<file path="config.mk">
export PLATFORM = sky130hd
export DESIGN_NAME = tx_buffer_selecter
export DESIGN_NICKNAME = d
export VERILOG_FILES = /design/src/rtl/tx_buffer_selecter.sv
export SDC_FILE = /design/constraint.sdc
export NUM_CORES = 1
export LEC_CHECK = 0
export CAP_MARGIN = 25
export CORE_ASPECT_RATIO = 0.6
export CORE_MARGIN = 2
export CORE_UTILIZATION = 37
export DETAILED_ROUTE_END_ITERATION = 8
export PLACE_DENSITY = 0.89
export SYNTH_ARGS = -nofsm -noshare
export SYNTH_HDL_FRONTEND = slang
export SYNTH_SLANG_ARGS = --single-unit
</file>
<file path="constraint.sdc">
create_clock -name clk -period 3.85 [get_ports clk]
set_clock_uncertainty 0.15 [all_clocks]
set_input_delay 0.385 -clock clk [delete_from_list [all_inputs] [get_ports clk]]
set_output_delay 0.385 -clock clk [all_outputs]
set_load 0.05 [all_outputs]
</file>
<file path="src/rtl/tx_buffer_selecter.sv">
// Packet-level arbiter merging NUM_BUFFERS tx buffers onto one registered flit stream.
// Grant is held until the tail is accepted; over-length packets are truncated and flagged.
module tx_buffer_selecter #(
  parameter int unsigned NUM_BUFFERS      = 4,
  parameter int unsigned FLIT_WIDTH       = 64,
  parameter int unsigned MAX_PACKET_FLITS = 8,
  parameter int unsigned ROUND_ROBIN      = 1
) (
  input  logic                               clk,
  input  logic                               rst,
  input  logic [NUM_BUFFERS-1:0]             in_valid,
  input  logic [NUM_BUFFERS*FLIT_WIDTH-1:0]  in_flit,
  input  logic [NUM_BUFFERS-1:0]             in_tail,
  output logic [NUM_BUFFERS-1:0]             in_ready,
  output logic                               out_valid,
  output logic [FLIT_WIDTH-1:0]              out_flit,
  output logic                               out_tail,
  output logic [$clog2(NUM_BUFFERS)-1:0]     out_src,
  input  logic                               out_ready,
  output logic                               err_overlength
);

  localparam int unsigned SRC_W = $clog2(NUM_BUFFERS);
  localparam int unsigned CNT_W = $clog2(MAX_PACKET_FLITS + 1);
  localparam int unsigned SUM_W = SRC_W + 1;

  typedef enum logic {IDLE, LOCKED} state_e;

  state_e                state_q;
  logic [SRC_W-1:0]      grant_q;
  logic [SRC_W-1:0]      rr_ptr_q;
  logic [SRC_W-1:0]      rr_ptr_d;
  logic [CNT_W-1:0]      flit_cnt_q;
  logic [CNT_W-1:0]      flit_cnt_d;
  logic                  out_valid_q;
  logic [FLIT_WIDTH-1:0] out_flit_q;
  logic                  out_tail_q;
  logic [SRC_W-1:0]      out_src_q;
  logic                  err_q;

  logic                  win_found;
  logic [SRC_W-1:0]      win_idx;
  logic [SUM_W-1:0]      scan_idx;
  logic [SRC_W-1:0]      sel;
  logic                  sel_ok;
  logic                  stage_free;
  logic                  xfer;
  logic                  sel_tail;
  logic [FLIT_WIDTH-1:0] sel_flit;
  logic                  trunc;
  logic                  eff_tail;

  // Arbitration: scan from rr_ptr with explicit wrap (round-robin) or from index 0.
  always_comb begin
    win_found = 1'b0;
    win_idx   = '0;
    scan_idx  = '0;
    for (int unsigned k = 0; k < NUM_BUFFERS; k++) begin
      if (ROUND_ROBIN != 0) begin
        scan_idx = {1'b0, rr_ptr_q} + SUM_W'(k);
        if (scan_idx >= SUM_W'(NUM_BUFFERS)) begin
          scan_idx = scan_idx - SUM_W'(NUM_BUFFERS);
        end
      end else begin
        scan_idx = SUM_W'(k);
      end
      if (!win_found && in_valid[scan_idx[SRC_W-1:0]]) begin
        win_found = 1'b1;
        win_idx   = scan_idx[SRC_W-1:0];
      end
    end
  end

  assign stage_free = !out_valid_q || out_ready;
  assign sel        = (state_q == LOCKED) ? grant_q : win_idx;
  assign sel_ok     = (state_q == LOCKED) || win_found;

  always_comb begin
    in_ready = '0;
    if (!rst && stage_free && sel_ok) begin
      in_ready[sel] = 1'b1;
    end
  end

  assign xfer     = |(in_valid & in_ready);
  assign sel_tail = in_tail[sel];
  assign sel_flit = in_flit[32'(sel)*FLIT_WIDTH +: FLIT_WIDTH];

  // flit_cnt is zero in IDLE, so this also truncates a non-tail head when MAX_PACKET_FLITS is 1.
  assign trunc    = xfer && !sel_tail && (flit_cnt_q == CNT_W'(MAX_PACKET_FLITS - 1));
  assign eff_tail = sel_tail || trunc;

  assign rr_ptr_d   = (sel == SRC_W'(NUM_BUFFERS - 1)) ? '0 : sel + SRC_W'(1);
  assign flit_cnt_d = flit_cnt_q + CNT_W'(1);

  always_ff @(posedge clk or posedge rst) begin
    if (rst) begin
      state_q     <= IDLE;
      grant_q     <= '0;
      rr_ptr_q    <= '0;
      flit_cnt_q  <= '0;
      out_valid_q <= 1'b0;
      out_flit_q  <= '0;
      out_tail_q  <= 1'b0;
      out_src_q   <= '0;
      err_q       <= 1'b0;
    end else begin
      err_q <= trunc;
      if (xfer) begin
        out_valid_q <= 1'b1;
        out_flit_q  <= sel_flit;
        out_tail_q  <= eff_tail;
        out_src_q   <= sel;
        if (eff_tail) begin
          state_q    <= IDLE;
          flit_cnt_q <= '0;
          rr_ptr_q   <= rr_ptr_d;
        end else begin
          state_q    <= LOCKED;
          grant_q    <= sel;
          flit_cnt_q <= flit_cnt_d;
        end
      end else if (out_ready) begin
        out_valid_q <= 1'b0;
      end
    end
  end

  assign out_valid      = out_valid_q;
  assign out_flit       = out_flit_q;
  assign out_tail       = out_tail_q;
  assign out_src        = out_src_q;
  assign err_overlength = err_q;

endmodule

</file>
Word-level counts from Yosys, hierarchy flattened
Index checks and enable logic that the tools add are counted.
{"block": "classes", "n_bitwise": 2, "reduce_logical": 21, "order_cmp": 10, "n_addsub": 9, "shifts": 1, "n_eq_ne": 2, "mux": 31}
{"cell": "indexed part select 256 x 9 -> 64 bit", "n": 1}
{"cell": "2-to-1 mux 2 bit", "n": 10}
{"cell": "less-than comparator 2 x 3 -> 1 bit, second input constant", "n": 5}
{"cell": "2-to-1 mux 1 bit", "n": 13}
{"cell": "binary-select mux 1 bit (select 2 bit)", "n": 5}
{"cell": ">= comparator 3 bit, second input constant", "n": 3}
{"cell": "logical AND 1 bit", "n": 8}
{"cell": "2-to-1 mux 4 bit", "n": 2}
{"cell": "subtractor 2 x 1 -> 2 bit, second input constant", "n": 4}
{"cell": "adder 2 x 2 -> 3 bit, second input constant", "n": 2}
{"cell": "logical NOT 1 bit", "n": 6}
{"cell": "adder 4 x 1 -> 4 bit, second input constant", "n": 1}
{"cell": "bitwise AND 4 bit", "n": 1}
{"cell": "equality test 4 x 3 -> 1 bit, second input constant", "n": 1}
{"cell": "AND reduction 2 bit", "n": 2}
{"cell": "OR reduction 4 bit", "n": 1}
{"cell": "adder 2 x 1 -> 3 bit, second input constant", "n": 1}
{"cell": ">= comparator 2 x 3 -> 1 bit, second input constant", "n": 1}
{"cell": "logical OR 1 bit", "n": 3}
{"cell": "adder 2 x 1 -> 2 bit, second input constant", "n": 1}
{"cell": "demux 1 bit (select 2 bit)", "n": 1}
{"cell": "equality test 2 bit, second input constant", "n": 1}
{"cell": ">= comparator 2 x 1 -> 1 bit, second input constant", "n": 1}
{"cell": "nonzero test 2 bit", "n": 1}
{"cell": "NOT 1 bit", "n": 1}
{"block": "totals", "ff_bits": 78, "inputBits": 267, "word_cells": 85}

Logic depth before layout (Yosys ltp)
{"block": "logic_depth", "word_depth": 27, "mapped_depth": 14}

Least setup slack after synthesis
No wires, ideal clock.
{"block": "synth_timing", "path_type": "input to output", "startpoint": "input rst", "endpoint": "output in_ready[0]", "slack_ps": -510, "t_arrival_ps": 3825, "path_buffers": 0, "required_time_ps": 3315, "stages": 3, "cell_sequence": "inv_1 nand2_1 nor4_1"}
{"block": "synth_via", "elab_chain_cells": 4}
{"item": "start: declaration", "line_no": "10", "rtl": "input logic rst,"}
{"item": "logical NOT 1 bit (no line)"}
{"item": "logical AND 1 bit (2 in series)", "line_no": "80", "rtl": "if (!rst && stage_free && sel_ok) begin"}
{"item": "2-to-1 mux 4 bit", "line_no": "80"}
{"item": "end: declaration", "line_no": "14", "rtl": "output logic [NUM_BUFFERS-1:0] in_ready,"}
Every way passes these cells.

Worst setup path after layout
{"block": "layout_timing", "startpoint": "input in_valid[2]", "endpoint": "output in_ready[1]"}
{"block": "layout_via", "elab_chain_cells": 18, "elab_cells_between_ends": 31, "cone_classes": "2 x order compare; 20 x mux; 9 x reduce/logical"}
{"item": "start: declaration", "line_no": "11", "rtl": "input logic [NUM_BUFFERS-1:0] in_valid,"}
{"item": "binary-select mux 1 bit (select 2 bit)", "line_no": "67", "rtl": "if (!win_found && in_valid[scan_idx[SRC_W-1:0]]) begin"}
{"item": "2-to-1 mux 1 bit (not written as such)", "line_no": "67"}
{"item": "2-to-1 mux 1 bit", "line_no": "67"}
{"item": "logical NOT 1 bit", "line_no": "67"}
{"item": "logical AND 1 bit", "line_no": "67"}
{"item": "2-to-1 mux 1 bit", "line_no": "67"}
{"item": "logical NOT 1 bit", "line_no": "67"}
{"item": "logical AND 1 bit", "line_no": "67"}
{"item": "[2 not listed]"}
{"item": "logical AND 1 bit", "line_no": "67"}
{"item": "2-to-1 mux 2 bit", "line_no": "67"}
{"item": "2-to-1 mux 2 bit", "line_no": "75", "rtl": "assign sel = (state_q == LOCKED) ? grant_q : win_idx;"}
{"item": "less-than comparator 2 x 3 -> 1 bit (not written as such) / >= comparator 2 x 1 -> 1 bit (equally long branches)", "line_no": "81", "rtl": "in_ready[sel] = 1'b1;"}
{"item": "logical AND 1 bit (not written as such)", "line_no": "81"}
{"item": "2-to-1 mux 1 bit (not written as such)", "line_no": "81"}
{"item": "demux 1 bit (select 2 bit)", "line_no": "81"}
{"item": "2-to-1 mux 4 bit (*)", "line_no": "80"}
Mark *: on every way between the ends. The rest lies on a longest branch, timed or not. The select of a mux whose other input is x is not followed.

==> metrics <==
status=finished clean; syn_nets=956; I/O Buffers=roughly 340; Std-Cell Core Area=about 14,000 µm²; # resized after CTS=0; GRT Total Usage=24.2%; Std-Cell Rows=33; CP required=3.31 ns; via count=about 6,200; min cycle time layout=3.68 ns; CP max FO=67; Pint=3.67 mW; Post-CTS Setup Repair Bufs=0; initial antenna violation count=0; RSZ-0062 raised after global routing=false; PnR Total Power=7.54 mW; switch share=51.3%; setup violators final=0; Peak Freq=around 0.27 GHz; post-route clock period utilization=95.6%; area grow syn2layout=71.8%; drt pass-1 iters=7; GPL Wtd Cong=0.882; most common cell after layout, fill and taps aside=clkdlybuf4s50_1; drt total wl=19.5 mm; die area=15,300 µm²; Hold Buf Count CTS=0; CTS tree=yes; number of flops mapped to enable cells by yosys=0; P_sw=about 3.9 mW; clk slew on worst S/H paths=around 0.060 ns; critical path class=in -> out; largest net degree at the start of global routing=around 80; WP data arrival=approximately 3.2 ns; first-pass GRT wire length=29.1 mm; share of layout cells above drive strength 1=under 10%; max_cap viols=0; detailed placement HPWL=14.3 mm; # fillers=1,165; DP Cell Count=approximately 1,200; Ys Warns=0; Synth async-reset ratio=between 90% and 100%; Final ANT Viol Nets=0; Synth cell types=44; Iter 0 DRT Violations=approximately 320; setup_tns=0 ns; Ant. Diodes=0; vias in the first global route=around 5,800; DR DRC count=0; cell area after synthesis=between 5000 and 6000 µm²; Fin. Hold Viols=0; Comb pwr share=69.5%; GR Overflow Total=0; Routed WL per cell=approximately 16 µm; Starting Density=38.3%; most frequent cells in the layout=clkdlybuf4s50_1, nand2_1, dfrtp_1, a21o_1; Die Y=just under 100 µm; post-synthesis instance total=687; endpoint type of the worst setup path=output port; Worst IR Drop VDD=0.000726 V; worst skew pair latency=roughly 0.32 ns; max_slew headroom=47.9%; Clk pwr share=a little over a tenth; CTS sink cnt=78; Worst-Margin Slew=0.782 ns; IO Pins=340; synthesized flop and latch total=around 80; Root Buffer Master=clkbuf_16; min-delay worst type=in -> async; Cell Pwr Density=831 nW/µm²; hold slack final=roughly 0.32 ns; CTS H-tree lvls=3; layout net count=1,255; leakage power=4.19 nW; Syn Area/Cell=7.69 µm²; non-filler instance count after layout=approximately 1,200; fin. max-slew vios=0; Avg Vias per Cell=5.22; register area share after synthesis=37.0%; ys flop type=dfrtp_1; Num CTS Buffers=9; CTS max path bufs=2; Reg power frac=between 10% and 20%; Die X=158 µm; startpoint class of the critical path=input pin
layer usage:
layer,share of wire [%],up-vias,routed length [µm],track usage (%)
li1,-,3001,-,-
met1,41,2864,8050,29.9
met2,49,262,9540,42.6
met3,7.7,33,1500,6.38
met4,2.0,0,384,6.08
met5,0,-,0,0
area by class of cell:
class,instances,area (µm²),share of cell area (%)
timing repair buffer,350,3540,39.0
multi-input combinational,538,3020,33.3
sequential,78,1950,21.5
tap,192,240,2.65
clock buffer,10,229,2.52
clock inverter,4,50.0,0.552
inverter,9,40.0,0.441
cell families (layout without fill, tap and decap cells):
logic type / Yosys count / after routing / share of synthesized area, %
adders and majority gates: 2 / 2 / 0.474
AOI/OAI and AO/OA: 166 / 166 / 24.9
buffers and inverters: 71 / 373 / 6.28
DFF: 78 / 78 / 37.0
muxes: 4 / 4 / 0.853
and+or+nand+nor: 366 / 366 / 30.5
worst paths after layout:
check	from	end	slack, ns	depth (start not counted)
setup / recovery	in_valid[2]	in_ready[1]	0.17	8
setup reg to reg	rr_ptr_q[0]$_DFFE_PP0P_	out_flit[12]$_DFFE_PP0P_	0.64	10
hold / removal	rst	out_flit[3]$_DFFE_PP0P_	0.32	3
max in group asynchronous	rst	out_flit[10]$_DFFE_PP0P_	2.64	4
hold reg to reg	out_flit[47]$_DFFE_PP0P_	out_flit[47]$_DFFE_PP0P_	0.32	1
min in group clk	out_flit[47]$_DFFE_PP0P_	out_flit[47]$_DFFE_PP0P_	0.32	1
power by group through the flow:
| stage | sequential, mW | clock, mW | combinational (mW) |
|---|---|---|---|
| after detailed placement | 1.50 | 0 | 5.24 |
| after global placement | 1.49 | 0 | 5.17 |
| after floorplan | 2.63 | 0 | 2.49 |
| after CTS | 1.49 | 0.835 | 5.26 |
| after global routing | 1.54 | 0.871 | 5.61 |
| final | 1.49 | 0.811 | 5.24 |
critical path: stages:
cell and delay (ns):
clkdlybuf4s50_1 0.57, nor2b_1 0.22, or4b_1 0.63, a21boi_1 0.36
nor2_4 0.06, buf_4 0.30, nor3_1 0.36, buf_12 0.18
metrics by stage:
stage,instance area [µm²],util (%),setup slack (ns)
after floorplan,5280,-,0.172
final,9070,65.8,0.168
after CTS,9040,65.6,0.214
after global placement,8770,63.6,0.286
after global routing,9070,65.8,0.115
after detailed placement,8770,63.6,0.162
cell usage after synthesis, types with 2 or more instances:
cell type	instances	share of area (%)
o21bai_1	2	0.28
nor3_1	3	0.28
buf_2	22	2.1
a31oi_1	2	0.24
buf_6	4	0.85
nor2_1	7	0.50
clkbuf_1	33	2.3
o22ai_1	2	0.24
buf_4	2	0.28
nand3_1	4	0.38
nand2_1	268	19
and2_1	2	0.24
inv_1	8	0.57
o21ai_0	11	1.0
mux2_1	4	0.85
nand3b_1	2	0.28
and3_1	64	7.6
nor2b_1	6	0.71
ha_1	2	0.47
a311oi_1	64	11
dfrtp_1	78	37
a21oi_1	8	0.76
nand2b_1	3	0.36
a21o_1	65	9.2
or3_1	2	0.24
state kept, by name (all words and copies together), names as in the netlist, 2 cells and up:
signal      cells
out_flit       64
flit_cnt_q      4
grant_q         2
out_src         2
rr_ptr_q        2
No activity file was read; power rests on OpenSTA's default activity.
